<file path="src/rtl/icb_multibank_slave.sv">
// ICB slave front-end for the accelerator: control/status registers plus a bank-selected
// SRAM data window, with a start/busy/done handshake to the compute core and a level IRQ.
module icb_multibank_slave #(
  parameter logic [31:0] BASE_ADDR = 32'h1004_2000,
  parameter int          NUM_BANKS = 4,
  parameter int          BANK_AW   = 10,
  parameter int          RD_LAT    = 1,
  parameter int          MODE_W    = 3
) (
  input  logic                    clk,
  input  logic                    rst_n,
  input  logic                    icb_cmd_valid,
  output logic                    icb_cmd_ready,
  input  logic                    icb_cmd_read,
  input  logic [31:0]             icb_cmd_addr,
  input  logic [31:0]             icb_cmd_wdata,
  input  logic [3:0]              icb_cmd_wmask,
  output logic                    icb_rsp_valid,
  input  logic                    icb_rsp_ready,
  output logic [31:0]             icb_rsp_rdata,
  output logic                    icb_rsp_err,
  output logic [NUM_BANKS-1:0]    mem_cs,
  output logic                    mem_we,
  output logic [BANK_AW-1:0]      mem_addr,
  output logic [31:0]             mem_wdata,
  output logic [3:0]              mem_wmask,
  input  logic [NUM_BANKS*32-1:0] mem_rdata,
  output logic                    acc_start,
  output logic [MODE_W-1:0]       acc_mode,
  input  logic                    acc_done,
  output logic                    irq
);

  typedef enum logic [1:0] {
    S_IDLE    = 2'd0,
    S_RD_WAIT = 2'd1,
    S_RSP     = 2'd2
  } state_t;

  state_t              r_state;
  state_t              w_state_nxt;

  logic                r_irq_en;
  logic [3:0]          r_bank_sel;
  logic [MODE_W-1:0]   r_mode;
  logic                r_busy;
  logic                r_done;
  logic                r_err;
  logic                r_irq;
  logic                r_acc_start;

  logic [31:0]         r_rsp_rdata;
  logic                r_rsp_err;
  logic [3:0]          r_rd_bank;
  logic [1:0]          r_lat_cnt;

  logic [15:0]         w_off;
  logic [11:0]         w_word;
  logic                w_base_ok;
  logic                w_aligned;
  logic                w_is_ctrl;
  logic                w_is_bank;
  logic                w_is_stat;
  logic                w_is_mode;
  logic                w_is_win;
  logic                w_wr_b0;
  logic                w_start_req;
  logic                w_bank_bad;
  logic                w_err;
  logic                w_accept;
  logic                w_ok;
  logic                w_win_acc;
  logic                w_reg_wr;
  logic                w_start;
  logic [31:0]         w_reg_rdata;
  logic [31:0]         w_bank_rdata;

  // ---------------------------------------------------------------- decode
  assign w_off     = icb_cmd_addr[15:0];
  assign w_word    = w_off[13:2];
  assign w_base_ok = (icb_cmd_addr[31:16] == BASE_ADDR[31:16]);
  assign w_aligned = (icb_cmd_addr[1:0] == 2'b00);
  assign w_is_ctrl = (w_off == 16'h0000);
  assign w_is_bank = (w_off == 16'h0004);
  assign w_is_stat = (w_off == 16'h0008);
  assign w_is_mode = (w_off == 16'h000C);
  assign w_is_win  = (w_off[15:14] == 2'b01) && ({20'd0, w_word} < (32'd1 << BANK_AW));

  // Every register field lives in byte 0, so byte-0 mask gates all register side effects.
  assign w_wr_b0     = ~icb_cmd_read & icb_cmd_wmask[0];
  assign w_start_req = w_is_ctrl & w_wr_b0 & icb_cmd_wdata[0];
  assign w_bank_bad  = w_is_bank & w_wr_b0 & ({24'd0, icb_cmd_wdata[7:0]} >= 32'(NUM_BANKS));

  assign w_err = ~w_base_ok | ~w_aligned
               | ~(w_is_ctrl | w_is_bank | w_is_stat | w_is_mode | w_is_win)
               | w_bank_bad
               | (w_start_req & r_busy)
               | (w_is_win & ~icb_cmd_read & r_busy);

  // rst_n also gates ready so that every output, including this combinational one, is 0 in reset.
  assign icb_cmd_ready = (r_state == S_IDLE) & rst_n;
  assign w_accept      = icb_cmd_valid & icb_cmd_ready;
  assign w_ok          = w_accept & ~w_err;
  assign w_win_acc     = w_ok & w_is_win;
  assign w_reg_wr      = w_ok & ~w_is_win & w_wr_b0;
  assign w_start       = w_reg_wr & w_is_ctrl & icb_cmd_wdata[0];

  // ---------------------------------------------------------------- SRAM port (cycle A only)
  // NOTE: every signal driven from an always_comb gets a default first, so no path infers a latch.
  always_comb begin
    mem_cs = '0;
    for (int b = 0; b < NUM_BANKS; b++) begin
      mem_cs[b] = w_win_acc & (r_bank_sel == 4'(b));
    end
  end

  assign mem_we    = w_win_acc & ~icb_cmd_read;
  assign mem_addr  = w_win_acc ? w_word[BANK_AW-1:0] : '0;
  assign mem_wdata = mem_we ? icb_cmd_wdata : '0;
  assign mem_wmask = mem_we ? icb_cmd_wmask : '0;

  always_comb begin
    w_bank_rdata = '0;
    for (int b = 0; b < NUM_BANKS; b++) begin
      if (r_rd_bank == 4'(b)) w_bank_rdata = mem_rdata[32*b +: 32];
    end
  end

  always_comb begin
    w_reg_rdata = '0;
    if (w_is_ctrl)      w_reg_rdata[1]          = r_irq_en;
    else if (w_is_bank) w_reg_rdata[3:0]        = r_bank_sel;
    else if (w_is_stat) w_reg_rdata[2:0]        = {r_err, r_done, r_busy};
    else if (w_is_mode) w_reg_rdata[MODE_W-1:0] = r_mode;
  end

  // ---------------------------------------------------------------- FSM
  // NOTE: sequential state uses non-blocking assignments so all flops update from pre-edge values.
  always_ff @(posedge clk or negedge rst_n) begin
    if (!rst_n) r_state <= S_IDLE;
    else        r_state <= w_state_nxt;
  end

  always_comb begin
    w_state_nxt = r_state;
    unique case (r_state)
      S_IDLE: begin
        if (w_accept) w_state_nxt = (w_win_acc & icb_cmd_read) ? S_RD_WAIT : S_RSP;
      end
      S_RD_WAIT: begin
        if (r_lat_cnt == 2'd0) w_state_nxt = S_RSP;
      end
      S_RSP: begin
        if (icb_rsp_ready) w_state_nxt = S_IDLE;
      end
      default: w_state_nxt = S_IDLE;
    endcase
  end

  // ---------------------------------------------------------------- response path
  always_ff @(posedge clk or negedge rst_n) begin
    if (!rst_n) begin
      r_rsp_rdata <= '0;
      r_rsp_err   <= 1'b0;
      r_rd_bank   <= '0;
      r_lat_cnt   <= '0;
    end else if (w_accept) begin
      r_rsp_err   <= w_err;
      r_rsp_rdata <= (icb_cmd_read & ~w_err & ~w_is_win) ? w_reg_rdata : '0;
      r_rd_bank   <= r_bank_sel;
      r_lat_cnt   <= 2'(RD_LAT - 1);
    end else if (r_state == S_RD_WAIT) begin
      // Bank data is valid in the last wait cycle; capture it on that edge.
      if (r_lat_cnt == 2'd0) r_rsp_rdata <= w_bank_rdata;
      else                   r_lat_cnt   <= r_lat_cnt - 2'd1;
    end
  end

  assign icb_rsp_valid = (r_state == S_RSP);
  assign icb_rsp_rdata = r_rsp_rdata;
  assign icb_rsp_err   = r_rsp_err;

  // ---------------------------------------------------------------- control/status
  always_ff @(posedge clk or negedge rst_n) begin
    if (!rst_n) begin
      r_irq_en    <= 1'b0;
      r_bank_sel  <= '0;
      r_mode      <= '0;
      r_busy      <= 1'b0;
      r_done      <= 1'b0;
      r_err       <= 1'b0;
      r_irq       <= 1'b0;
      r_acc_start <= 1'b0;
    end else begin
      if (w_reg_wr & w_is_ctrl) r_irq_en   <= icb_cmd_wdata[1];
      if (w_reg_wr & w_is_bank) r_bank_sel <= icb_cmd_wdata[3:0];
      if (w_reg_wr & w_is_mode) r_mode     <= icb_cmd_wdata[MODE_W-1:0];
      r_acc_start <= w_start;

      if (w_start)       r_busy <= 1'b1;
      else if (acc_done) r_busy <= 1'b0;

      // Set sources take priority over write-1-to-clear.
      if (acc_done)                                       r_done <= 1'b1;
      else if (w_reg_wr & w_is_stat & icb_cmd_wdata[1])   r_done <= 1'b0;

      if (w_accept & w_err)                               r_err  <= 1'b1;
      else if (w_reg_wr & w_is_stat & icb_cmd_wdata[2])   r_err  <= 1'b0;

      r_irq <= r_irq_en & r_done;
    end
  end

  assign acc_start = r_acc_start;
  assign acc_mode  = r_mode;
  assign irq       = r_irq;

endmodule

</file>
<file path="config.mk">
export PLATFORM = sky130hd
export DESIGN_NAME = icb_multibank_slave
export DESIGN_NICKNAME = d
export VERILOG_FILES = /design/src/rtl/icb_multibank_slave.sv
export SDC_FILE = /design/constraint.sdc
export NUM_CORES = 1
export LEC_CHECK = 0
export CORE_UTILIZATION = 31
export CTS_CLUSTER_DIAMETER = 150
export DETAILED_ROUTE_END_ITERATION = 8
export PLACE_DENSITY = 0.78
export SLEW_MARGIN = 0
export SYNTH_ARGS = -nofsm -noshare
export SYNTH_HDL_FRONTEND = slang
export SYNTH_SLANG_ARGS = --single-unit
export TNS_END_PERCENT = 50
</file>
<file path="constraint.sdc">
create_clock -name clk -period 2.79 [get_ports clk]
set_clock_uncertainty 0.1 [all_clocks]
set_input_delay 0.558 -clock clk [delete_from_list [all_inputs] [get_ports clk]]
set_output_delay 0.558 -clock clk [all_outputs]
set_load 0.01 [all_outputs]
</file>
=== Yosys cells after proc, flatten, opt, wreduce, memory -nomap -nowiden ===
Cells that the tools add are included.

* Register bits: 54
* Input bits: 202
* Output and inout port bits: 91

* Add/sub/neg operators: 1
* Order comparisons: 2
* Equal/unequal tests: 17
* Multiplexer cells: 32
* Bitwise operators: 46
* Reduce and logical (&&, ||, !) cells: 15

{| class="wikitable"
|+ Operators by type and width
! cell !! number
|-
| $mux W32 || 8
|-
| $eq A16 B4 Y1 const B || 2
|-
| $and A1 B1 Y1 || 31
|-
| $eq A16 B13 Y1 const B || 1
|-
| $eq A16 B3 Y1 const B || 1
|-
| $eq A4 B2 Y1 const B || 4
|-
| $logic_not A16 Y1 || 1
|-
| $mux W2 || 8
|-
| $lt A12 B11 Y1 const B || 1
|-
| $mux W10 || 1
|-
| $reduce_bool A2 Y1 || 5
|-
| $mux W1 || 9
|-
| $mux W3 || 3
|-
| $or A1 B1 Y1 || 9
|-
| $eq A4 B1 Y1 const B || 2
|-
| $ge A8 B3 Y1 const B || 1
|-
| $logic_not A4 Y1 || 2
|-
| $mux W4 || 2
|-
| $logic_not A2 Y1 || 3
|-
| $ne A2 B2 Y1 const B || 3
|-
| $not A1 Y1 || 6
|-
| $pmux W2 S3 || 1
|-
| $eq A2 B1 Y1 const B || 2
|-
| $reduce_and A2 Y1 || 2
|-
| other kinds (5) || 5
|}

=== Longest topological paths before layout ===
Gate-level depths: netlist (run 1).

* Word-level depth: 18
* Gate-level depth with buffers: 8

=== Worst setup path after synthesis (run 1) ===
OpenSTA, ideal clock, no wires.

* Path type: input -> output
* Start: input port icb_cmd_addr[29]
* End: output port mem_wdata[24]
* Arrival time: 2178 ps
* Required time: 2132 ps
* Path slack: -46 ps
* Cell stages on the path: 7
* Buffers on the path: 2
* Cell sequence: nor4b_2 > nand4_1 > or3_1 > buf_6 > nor3_4 > buf_6 > and2_1

* Longest elaborated chain between the ends: 12

{| class="wikitable"
|+ RTL lines
! item !! line !! source
|-
| from (decl) || 15 || <nowiki>input logic [31:0] icb_cmd_addr,</nowiki>
|-
| $eq A16 B13 Y1 || 81 || <nowiki>assign w_base_ok = (icb_cmd_addr[31:16] == BASE_ADDR[31:16]);</nowiki>
|-
| $not A1 Y1 || 94 || <nowiki>assign w_err = ~w_base_ok | ~w_aligned</nowiki>
|-
| $or A1 B1 Y1 || 94 ||
|-
| $or A1 B1 Y1 || 95 || <nowiki>| ~(w_is_ctrl | w_is_bank | w_is_stat | w_is_mode | w_is_win)</nowiki>
|-
| $or A1 B1 Y1 || 96 || <nowiki>| w_bank_bad</nowiki>
|-
| $or A1 B1 Y1 || 97 || <nowiki>| (w_start_req & r_busy)</nowiki>
|-
| $or A1 B1 Y1 || 98 || <nowiki>| (w_is_win & ~icb_cmd_read & r_busy);</nowiki>
|-
| $not A1 Y1 || 103 || <nowiki>assign w_ok = w_accept & ~w_err;</nowiki>
|-
| $and A1 B1 Y1 || 103 ||
|-
| $and A1 B1 Y1 || 104 || <nowiki>assign w_win_acc = w_ok & w_is_win;</nowiki>
|-
| $and A1 B1 Y1 || 117 || <nowiki>assign mem_we = w_win_acc & ~icb_cmd_read;</nowiki>
|-
| net mem_we || 23 || <nowiki>output logic mem_we,</nowiki>
|-
| $mux W32 || 119 || <nowiki>assign mem_wdata = mem_we ? icb_cmd_wdata : '0;</nowiki>
|-
| to (decl) || 25 || <nowiki>output logic [31:0] mem_wdata,</nowiki>
|}

The timed path passes the listed nets, and every way through them passes these cells.

=== Worst setup path after layout (run 1) ===
* Start: input port icb_cmd_addr[23]
* End: output port mem_wmask[3]

* Longest elaborated chain between the ends: 12

{| class="wikitable"
|+ RTL lines
! item !! line !! source
|-
| $eq A16 B13 Y1 || 81 ||
|-
| $not A1 Y1 || 94 ||
|-
| $or A1 B1 Y1 || 94 ||
|-
| $or A1 B1 Y1 || 95 ||
|-
| $or A1 B1 Y1 || 96 ||
|-
| $or A1 B1 Y1 || 97 ||
|-
| $or A1 B1 Y1 || 98 ||
|-
| $not A1 Y1 || 103 ||
|-
| $and A1 B1 Y1 || 103 ||
|-
| $and A1 B1 Y1 || 104 ||
|-
| $and A1 B1 Y1 || 117 ||
|-
| $mux W4 || 120 || <nowiki>assign mem_wmask = mem_we ? icb_cmd_wmask : '0;</nowiki>
|-
| to (decl) || 26 || <nowiki>output logic [3:0] mem_wmask,</nowiki>
|}

No other way between the ends.

==> results_dict.tcl, run 1 <==
set metrics [dict create \
    status "finished, violations left" \
    violations "setup timing" \
    postRouteWirelength_um 17600 \
    ys_seq_elements 54 \
    fmax_mhz 317 \
    critPathMostFrequentCell "buf_6" \
    hpwlAfterDp_um 12000 \
    leakagePower_uw 0.00349 \
    holdWs_ns 0.187 \
    syn-mean-instance-area_um2 9.19 \
    yosysSeqAreaShare 0.356 \
    cts_buffers 5 \
    maxSlewViolCount 0 \
    powerDensity_mw_per_mm2 270 \
    synth_area_mm2 0.00379 \
    muxShareOfSynthArea 0.114 \
    post-route-cell-area_mm2 0.00804 \
    synth_common_cells "dfrtp_1, and2_1, a21oi_1, nor2b_1, mux2i_1" \
    cp_cell_sequence "buf_6 -> nor4_4 -> nand4_1 -> or3_4 -> nor3_4 -> buf_6 -> buf_12 -> buf_16 -> buf_6 -> and2_4 -> buf_6" \
    drt-initial-drc-count 216 \
    synth.area.top_cells "dfrtp_1, mux2i_1, and2_1" \
    finalSetupViolations 51 \
    drc_errors 0 \
    arrival_ns 2.49 \
    synth_compound_area_frac 0.211 \
    detail-route-antenna-nets 0 \
    yosys.area_share.simple 0.270 \
    synthesis.nets 616 \
    clock_latency_ns 0.29 \
    hp-class "input pin to asynchronous set/reset pin" \
    synthArstFlopShare 1.00 \
    num_io_pins 293 \
    worstSetupPathType "input pin to output port" \
    dieArea_mm2 0.0127 \
    num_rows 40 \
    critPathRequiredTime_ns 2.13 \
    period_needed_ns 3.15 \
    final.period_utilization 1.13 \
    synth_top_area_frac 0.356 \
    placed_area_mm2 0.00718 \
    antenna_found_initial 0 \
    worst_pin_slew_ns 0.564 \
    io_buffers 292 \
    rsz0062_at_grt "true" \
    holdBufCountCts 0 \
    cts_max_path_buffers 2 \
    drive_gt1_frac 0.325 \
    endpoint_kind "output port" \
    cts_tree "done" \
    grt_overflow 0 \
    syn_inst 413 \
    place_inst 869 \
    synth-xor-area-share 0.00231 \
    grt_pass1_vias 5151 \
    cp_max_fo 5 \
    grt_pass1_wl_um 26900 \
    ys_warn_count 0 \
    detail_route.wl_per_cell_um 18.9 \
    slowest_delay_ns 0.46 \
    globalplace.congestion 0.888 \
    layout.nets 987 \
    clk_pin_slew_ns 0.07 \
    grt_max_degree 56 \
    fillerInstances 908 \
    peakVddDrop_uv 244 \
    synthAdderAreaFrac 0.00330 \
    core_area_mm2 0.0120 \
    die_x_um 113 \
    synth_edf_count 0 \
    die_h_um 113 \
    diodes 0 \
    stdcell_count 932 \
    final_hold_viol_count 0 \
    cp-start-kind "input pin" \
    clockRootBuffer "clkbuf_16" \
    synthDistinctLibCells 46 \
    multi_input_area_mm2 0.00260 \
    drv_cap 0 \
    initial_utilization 0.317 \
    area_growth_pct 112 \
    slew_headroom 0.624 \
    grt_use_total 0.270 \
    htree_levels 2 \
    drt-pass1-iter-count 4 \
    synth_top_family_by_area "simple AND/OR/NAND/NOR gates" \
    yosysMostFrequentCell "dfrtp_1" \
    vias 4790 \
    worst_slack_ns -0.361 \
    cts_sinks 54 \
    seq_area_mm2 0.00136 \
    synthFlopType "dfrtp_1" \
    synth_largest_area_cell "dfrtp_1" \
    vias_per_cell 5.14 \
    cp_slowest_cell "or3_4" \
]
## final cells by class
| class | instances | area share |
|---|---|---|
| clock inverter | 2 | 0.00747 |
| clock buffer | 6 | 0.0173 |
| sequential | 54 | 0.169 |
| timing repair buffer | 395 | 0.459 |
| inverter | 3 | 0.00140 |
| multi-input combinational | 325 | 0.323 |
| tap | 147 | 0.0229 |
## kinds of logic after synthesis
logic type	count (synthesis)
mux	41
compound gates	114
fa+ha+maj	1
buf+inv	34
simple gates	168
flops	54
xor+xnor	1
## layout by cell type, fill, tap and decap left out, types with 3 or more instances in the layout
master | synthesis | final
nand3_1 | 5 | 4
buf_12 | 0 | 5
a211o_1 | 4 | 4
o221ai_1 | 5 | 5
nand2_2 | 0 | 3
buf_2 | 3 | 31
nor3_1 | 8 | 4
nor4b_4 | 0 | 3
nor2_1 | 10 | 9
clkdlybuf4s15_1 | 0 | 10
nand2b_1 | 3 | 3
nand4_1 | 5 | 5
a22o_1 | 30 | 30
nor4_4 | 0 | 6
nor2b_1 | 34 | 32
nor3_2 | 0 | 3
and2_4 | 0 | 27
buf_4 | 0 | 85
a211oi_1 | 26 | 26
dfrtp_1 | 54 | 53
buf_6 | 4 | 48
mux2i_1 | 32 | 32
clkbuf_2 | 0 | 4
and2_1 | 49 | 22
o21ai_0 | 7 | 7
nor3b_1 | 4 | 3
clkdlybuf4s50_1 | 0 | 200
clkdlybuf4s15_2 | 0 | 4
dlygate4sd2_1 | 0 | 7
a21oi_1 | 35 | 35
clkbuf_16 | 0 | 5
nand2_1 | 23 | 19
mux2_2 | 8 | 6
inv_1 | 3 | 3
## repair_timing
item / 4_1_cts / 5_1_grt
cloned: 5 / 0
setup buffers: 60 / 5
gates resized for setup: 389 / 53
endpoints found under the hold margin: 0 / 0
pin swaps: 37 / 16
setup endpoints to repair: 52 / 60
## routing by layer
metal | GRT usage | part of all wire
met5 | 0 | 0
met4 | 0.0844 | 0.023
met3 | 0.0599 | 0.077
met2 | 0.506 | 0.53
met1 | 0.303 | 0.37
## final timing paths
| path | startpoint | end | slack [ns] | depth (start not counted) |
|---|---|---|---|---|
| worst max register to register | r_state[0]$_DFFE_PN0P_ | r_bank_sel[1]$_DFFE_PN0P_ | 0.57 | 7 |
| worst min register to register | icb_rsp_rdata[1]$_DFFE_PN0P_ | icb_rsp_rdata[1]$_DFFE_PN0P_ | 0.40 | 2 |
| worst max-delay path | icb_cmd_addr[23] | mem_wmask[3] | -0.36 | 11 |
| max in group asynchronous | rst_n | icb_rsp_rdata[17]$_DFFE_PN0P_ | 2.14 | 2 |
| min in group clk | icb_rsp_rdata[1]$_DFFE_PN0P_ | icb_rsp_rdata[1]$_DFFE_PN0P_ | 0.40 | 2 |
| worst min-delay path | rst_n | r_err$_DFFE_PN0P_ | 0.19 | 2 |
## worst max-delay path: cells and delay by family
kind | cells | cell delay [ns]
and+or+nand+nor | 5 | 1.31
buffers and inverters | 6 | 0.62
## sequential cells by signal, summed over array words and instances (netlist names), 2 cells and up
register,count
r_rd_bank,4
r_state,2
acc_mode,3
r_lat_cnt,2
r_bank_sel,4
icb_rsp_rdata,32
## stage by stage
step | power (µW) | TNS, ns | util | worst slack (ns)
6_report | 2170 | -12.67 | 0.672 | -0.361
5_1_grt | 2260 | -17.84 | 0.672 | -0.444
2_1_floorplan | 925 | -0.00000333 | - | -0.00000333
4_1_cts | 2190 | -7.45 | 0.672 | -0.270
3_3_place_gp | 1320 | -45.38 | 0.600 | -0.915
3_5_place_dp | 1320 | -47.86 | 0.600 | -1.00
## power breakdown
group	leakage, µW	internal [µW]	switching, µW
clock	0.0000971	539	286
sequential	0.000726	796	6.90
combinational	0.00267	360	185
Power figures use the tool's default switching activity.
==> run 2, diff against run 1 <==
--- a/config.mk
+++ b/config.mk
@@ -5,11 +5,13 @@
 export SDC_FILE = /design/constraint.sdc
 export NUM_CORES = 1
 export LEC_CHECK = 0
+export CORE_ASPECT_RATIO = 1.4
+export CORE_MARGIN = 8
 export CORE_UTILIZATION = 31
 export CTS_CLUSTER_DIAMETER = 150
 export DETAILED_ROUTE_END_ITERATION = 8
 export PLACE_DENSITY = 0.78
-export SLEW_MARGIN = 0
+export SLEW_MARGIN = 20
 export SYNTH_ARGS = -nofsm -noshare
 export SYNTH_HDL_FRONTEND = slang
 export SYNTH_SLANG_ARGS = --single-unit
==> run 2 against run 1 <==
The run still ends with setup timing left. Final area barely moved. Count of clock-buffer cells in the layout shrank 1. Final cell count decreased by 0.21%. Clock power fell by 12%. Non-clock buffer count decreased by 6. Flip-flop and latch count unchanged. Combinational power is essentially flat. Sequential power about the same. Critical path depth down 1.
==> results_dict.tcl, run 2 (synthesis results as in run 1) <==
set metrics [dict create \
    grt_max_degree 57 \
    worst_slack_ns -0.330 \
    antenna_found_initial 0 \
    initial_utilization 0.313 \
    diodes 0 \
    cts_sinks 54 \
    die_h_um 147 \
    placed_area_mm2 0.00720 \
    largest_register_ffs 32 \
    fmax_mhz 321 \
    num_io_pins 293 \
    hp-class "input pin to asynchronous set/reset pin" \
    drive_gt1_frac 0.331 \
    clockRootBuffer "clkbuf_16" \
    finalSetupViolations 49 \
    layout.nets 982 \
    cp_slowest_cell "clkdlybuf4s50_1" \
    io_buffers 292 \
    maxSlewViolCount 0 \
    violations "setup timing" \
    drt-pass1-iter-count 4 \
    globalplace.congestion 0.866 \
    reg2reg_to "r_err$_DFFE_PN0P_" \
    period_needed_ns 3.12 \
    peakVddDrop_uv 248 \
    drt-initial-drc-count 194 \
    cp_cell_sequence "clkdlybuf4s50_1 -> nor4_4 -> and4_4 -> a21boi_4 -> nor3_4 -> buf_6 -> buf_6 -> buf_6 -> and2_4 -> buf_6" \
    cp_max_fo 4 \
    slowest_delay_ns 0.47 \
    core_area_mm2 0.0121 \
    holdWs_ns 0.195 \
    final_cell_mix "clkdlybuf4s50_1, buf_4, buf_6, dfrtp_1, and2_4" \
    vias_per_cell 5.27 \
    dieArea_mm2 0.0161 \
    preCtsSetupSlack_ns -1.53 \
    final.period_utilization 1.12 \
    clock_latency_ns 0.29 \
    cp_num_buf_inv 5 \
    tns_ns -8.83 \
    area_growth_pct 112 \
    ff2ff_setup_slack_ns 0.61 \
    arrival_ns 2.46 \
    leakagePower_uw 0.00346 \
    final_hold_viol_count 0 \
    fillerInstances 922 \
    critPathMostFrequentCell "buf_6" \
    slew_headroom 0.531 \
    hpwlAfterDp_um 14700 \
    r2r-start "r_state[1]$_DFFE_PN0P_" \
    critPathRequiredTime_ns 2.13 \
    die_x_um 109 \
    cp-start-kind "input pin" \
    vias 4902 \
    worstSetupPathType "input pin to output port" \
    cts_buffers 5 \
    endpoint_kind "output port" \
    mostFrequentLayoutCell "clkdlybuf4s50_1" \
    critPathTopFamily "buffers and inverters" \
    rsz0062_at_grt "true" \
    powerDensity_mw_per_mm2 259 \
    grt_pass1_vias 5464 \
    num_rows 48 \
    grt_overflow 0 \
    detail-route-antenna-nets 0 \
    grt_use_total 0.235 \
    htree_levels 2 \
    r2r_cells 7 \
    drv_cap 0 \
    drc_errors 0 \
    clk_pin_slew_ns 0.07 \
    cts_max_path_buffers 2 \
    postRouteWirelength_um 19900 \
    post-route-cell-area_mm2 0.00803 \
    status "finished, violations left" \
    grt_pass1_wl_um 29400 \
    holdBufCountCts 0 \
    worst_pin_slew_ns 0.704 \
    detail_route.wl_per_cell_um 21.4 \
    cts_tree "done" \
]
run 2: cell count changes in the layout (fill, tap and decap cells not counted), sizes merged:
cell	previous run	this run
nor3	9	10
dlymetal6s2s	0	1
clkbuf	10	12
clkdlybuf4s50	200	205
bufinv	2	1
dlygate4sd2	7	11
clkinv	0	1
buf	170	162
inv	3	4
clkdlybuf4s15	14	3
run 2: routing by layer:
layer / global-route usage / wire, µm / vias up
li1: - / - / 2260
met3: 0.0815 / 2170 / 53
met5: 0 / 0 / -
met2: 0.430 / 10200 / 275
met4: 0.0841 / 840 / 0
met1: 0.233 / 6760 / 2314
run 2: cell type report:
cell class                 instances  area (µm²)  area share
timing repair buffer             389        3680       0.458
multi-input combinational        326        2620       0.327
sequential                        54        1360       0.169
tap                              150         188      0.0234
clock buffer                       5         125      0.0156
clock inverter                     3        47.5     0.00592
inverter                           3        11.3     0.00140
run 2: where the power goes:
part           total [µW]  internal, µW  switching (µW)
combinational         547           359             188
sequential            803           795            7.72
clock                 728           429             299
run 2: through the flow:
stage | total power, µW | utilization | std cells
after floorplan | 925 | - | 413
after global placement | 1320 | 0.594 | 876
after detailed placement | 1330 | 0.594 | 876
after CTS | 2090 | 0.655 | 932
after global routing | 2170 | 0.662 | 930
final | 2080 | 0.662 | 930
run 2: timing repair:
action | 4_1_cts | 5_1_grt
cloned | 3 | 0
gates resized for setup | 401 | 53
setup buffers | 46 | 4
setup endpoints to repair | 52 | 60
pin swaps | 52 | 14
run 2: worst register-to-register path, delay by kind of cell, from the launching register on:
family                 cells  cell delay (ns)
AND/OR/NAND/NOR            3             0.87
AO/OA/AOI/OAI              2             0.44
flip-flops                 1             0.38
buffers and inverters      2             0.29
run 2: worst max-delay path by stage:
stage | from | end | slack, ns | depth (start not counted)
after floorplan | icb_cmd_addr[16] | mem_cs[0] | -0.000003 | 6
after global placement | icb_cmd_addr[16] | mem_wdata[22] | -1.48 | 7
after detailed placement | icb_cmd_addr[16] | mem_wdata[22] | -1.53 | 7
after CTS | icb_cmd_addr[25] | mem_wdata[6] | -0.29 | 10
after global routing | icb_cmd_addr[18] | mem_wdata[6] | -0.43 | 10
final | icb_cmd_addr[4] | mem_wdata[11] | -0.33 | 10
==> variant: new RTL, flow settings as in run 1 <==
Re-encode `state_t` (3 states) as one-hot, 3 bits wide.
--- a/src/rtl/icb_multibank_slave.sv
+++ b/src/rtl/icb_multibank_slave.sv
@@ -32,8 +32,8 @@
 );
 
-  typedef enum logic [1:0] {
-    S_IDLE    = 2'd0,
-    S_RD_WAIT = 2'd1,
-    S_RSP     = 2'd2
+  typedef enum logic [2:0] {
+    S_IDLE    = 3'b001,
+    S_RD_WAIT = 3'b010,
+    S_RSP     = 3'b100
   } state_t;
 
Function: no difference found for any inputs over 10 cycles, from zero or initial values and one cycle with rst_n low; not proved beyond that.
==> variant against run 1 <==
  * The flow finishes with violations (design-rule violations, negative setup slack)
  * Total power is 9.9% lower
  * Sequential cell count is 1 higher
  * Routed wire length is 3.8% lower
  * Global-route usage is 0.95 points lower
  * First-iteration DRC count is 50% higher
  * Cell area is 7.7% lower
  * Setup slack worse by 0.0041 ns
  * Synthesized area is 2.0% lower
  * Highest routed layer unchanged
==> variant: results (changes against run 1) <==
outcome:
  run_status: "finished, violations left"  # unchanged
  violations: "design-rule violations, negative setup slack"  # was negative setup slack
pwr:
  p_leak_nw: 3.27  # was 3.49 nW
  ir_drop_mv: 0.266  # was 0.244 mV
sta:
  worst_slack_ns: -0.365  # was -0.361 ns
  whs_ns: 0.254  # was 0.187 ns
  finalSetupViolations: 57  # was 51
synthesis:
  yosys-top-cells-count: "dfrtp_1 (54), and2_1 (49), a21oi_1 (33), a22o_1 (30)"  # was dfrtp_1 (54), and2_1 (49), a21oi_1 (35), nor2b_1 (34), mux2i_1 (32)
  synthXorXnorAreaFrac_pct: 0.236  # was 0.231%
  synth_compound_area_share_pct: 29.0  # was 21.1%
  syn_inst: 407  # was 413
  synthesis.nets: 610  # was 616
  synthTopCellsByArea: "dfrtp_1 (36%), and2_1 (8.2%), a22o_1 (7.1%)"  # was dfrtp_1 (36%), mux2i_1 (8.4%), and2_1 (8.1%)
  synth_cell_types: 50  # was 46
  synth-seq-area-share_pct: 37.1  # was 35.6%
  muxShareOfSynthArea_pct: 4.75  # was 11.4%
  synth_fa_ha_area_share_pct: 0.337  # was 0.330%
critical_path:
  reg2reg_depth: 6  # was 7
  cp_max_fo: 36  # was 5
  r2r_slack_ns: 0.77  # was 0.57 ns
  r2r-end: "r_irq_en"  # was r_bank_sel[1]
routing:
  drcViolationCount: 10  # was 0
  vias: 4874  # was 4790
  dr.pass1.iters: 7  # was 4
place:
  dp_hpwl_mm: 13.1  # was 12.0 mm
  dp.cells: 858  # was 869
  place.gp.congestion: 1.00  # was 0.888
final_layout:
  final_cells: 887  # was 932
  fillers: 959  # was 908
  drive_gt1_share_pct: 25.4  # was 32.5%
global_routing:
  grt_use_total_pct: 26.1  # was 27.0%
## variant: power breakdown
group | internal (W) | leakage [nW] | switching, W
logic | 0.000344 | 2.46 | 0.000177
registers | 0.000812 | 0.737 | 0.0000111
clock network | 0.000332 | 0.0669 | 0.000281
total | 0.00149 | 3.27 | 0.000469
## variant: area by class of cell
class	instances	area share, %
repair buffers	364	45.0
flip-flops and latches	55	18.6
multi-input cells	312	31.8
clock inverters	2	0.169
inverters	5	0.253
well taps	143	2.41
clock buffers	6	1.74
## variant: routing by layer
layer  vias to the layer above  global-route usage, %  wire length [um]
li1                       2245                      -                 -
met1                      2386                   32.6              6650
met2                       221                   47.3              8910
met3                        22                   4.46              1160
met4                         0                   4.86               246
met5                         -                      0                 0
## variant: worst max path at each step
stage	slack (ns)	startpoint	depth (start not counted)	end
finish	-0.37	icb_cmd_addr[15]	10	mem_wdata[16]
global route	-0.44	icb_cmd_addr[15]	9	mem_wdata[2]
CTS	-0.39	icb_cmd_addr[15]	10	mem_wdata[16]
detailed placement	-1.34	icb_cmd_addr[13]	7	mem_cs[2]
global placement	-1.26	icb_cmd_addr[13]	7	mem_cs[2]
floorplan	0.0005	icb_cmd_addr[13]	6	mem_wdata[24]
## variant: repair_timing
item,in CTS,in global routing
cloned,1,0
setup buffers,17,3
gates resized for setup,297,15
setup endpoints to repair,51,59
pin swaps,27,13
## variant: metrics by stage
| step | setup slack (ns) | util, % | setup TNS (ns) | cell area, um^2 | power, W |
|---|---|---|---|---|---|
| after global placement | -1.26 | 61.7 | -57.29 | 7130 | 0.00135 |
| after CTS | -0.391 | 63.6 | -18.37 | 7350 | 0.00196 |
| after detailed placement | -1.34 | 61.7 | -59.62 | 7130 | 0.00136 |
| after global routing | -0.437 | 64.1 | -21.31 | 7420 | 0.00203 |
| after floorplan | 0.000547 | - | 0 | 3790 | 0.000948 |
| final | -0.365 | 64.1 | -17.72 | 7420 | 0.00196 |
## variant: logic make-up after synthesis
| kind of cell | count (synthesis) |
|---|---|
| flops | 55 |
| buf+inv | 40 |
| compound gates | 145 |
| xor+xnor | 1 |
| mux | 14 |
| fa+ha+maj | 1 |
| simple gates | 151 |
## variant: worst max-delay path, cell delays in order
cell,delay (ns)
buf_6,0.09
or4b_4,0.56
buf_6,0.14
or3_4,0.35
o211ai_4,0.12
buf_6,0.14
nor4_4,0.04
buf_12,0.17
and2_1,0.16
buf_2,0.14
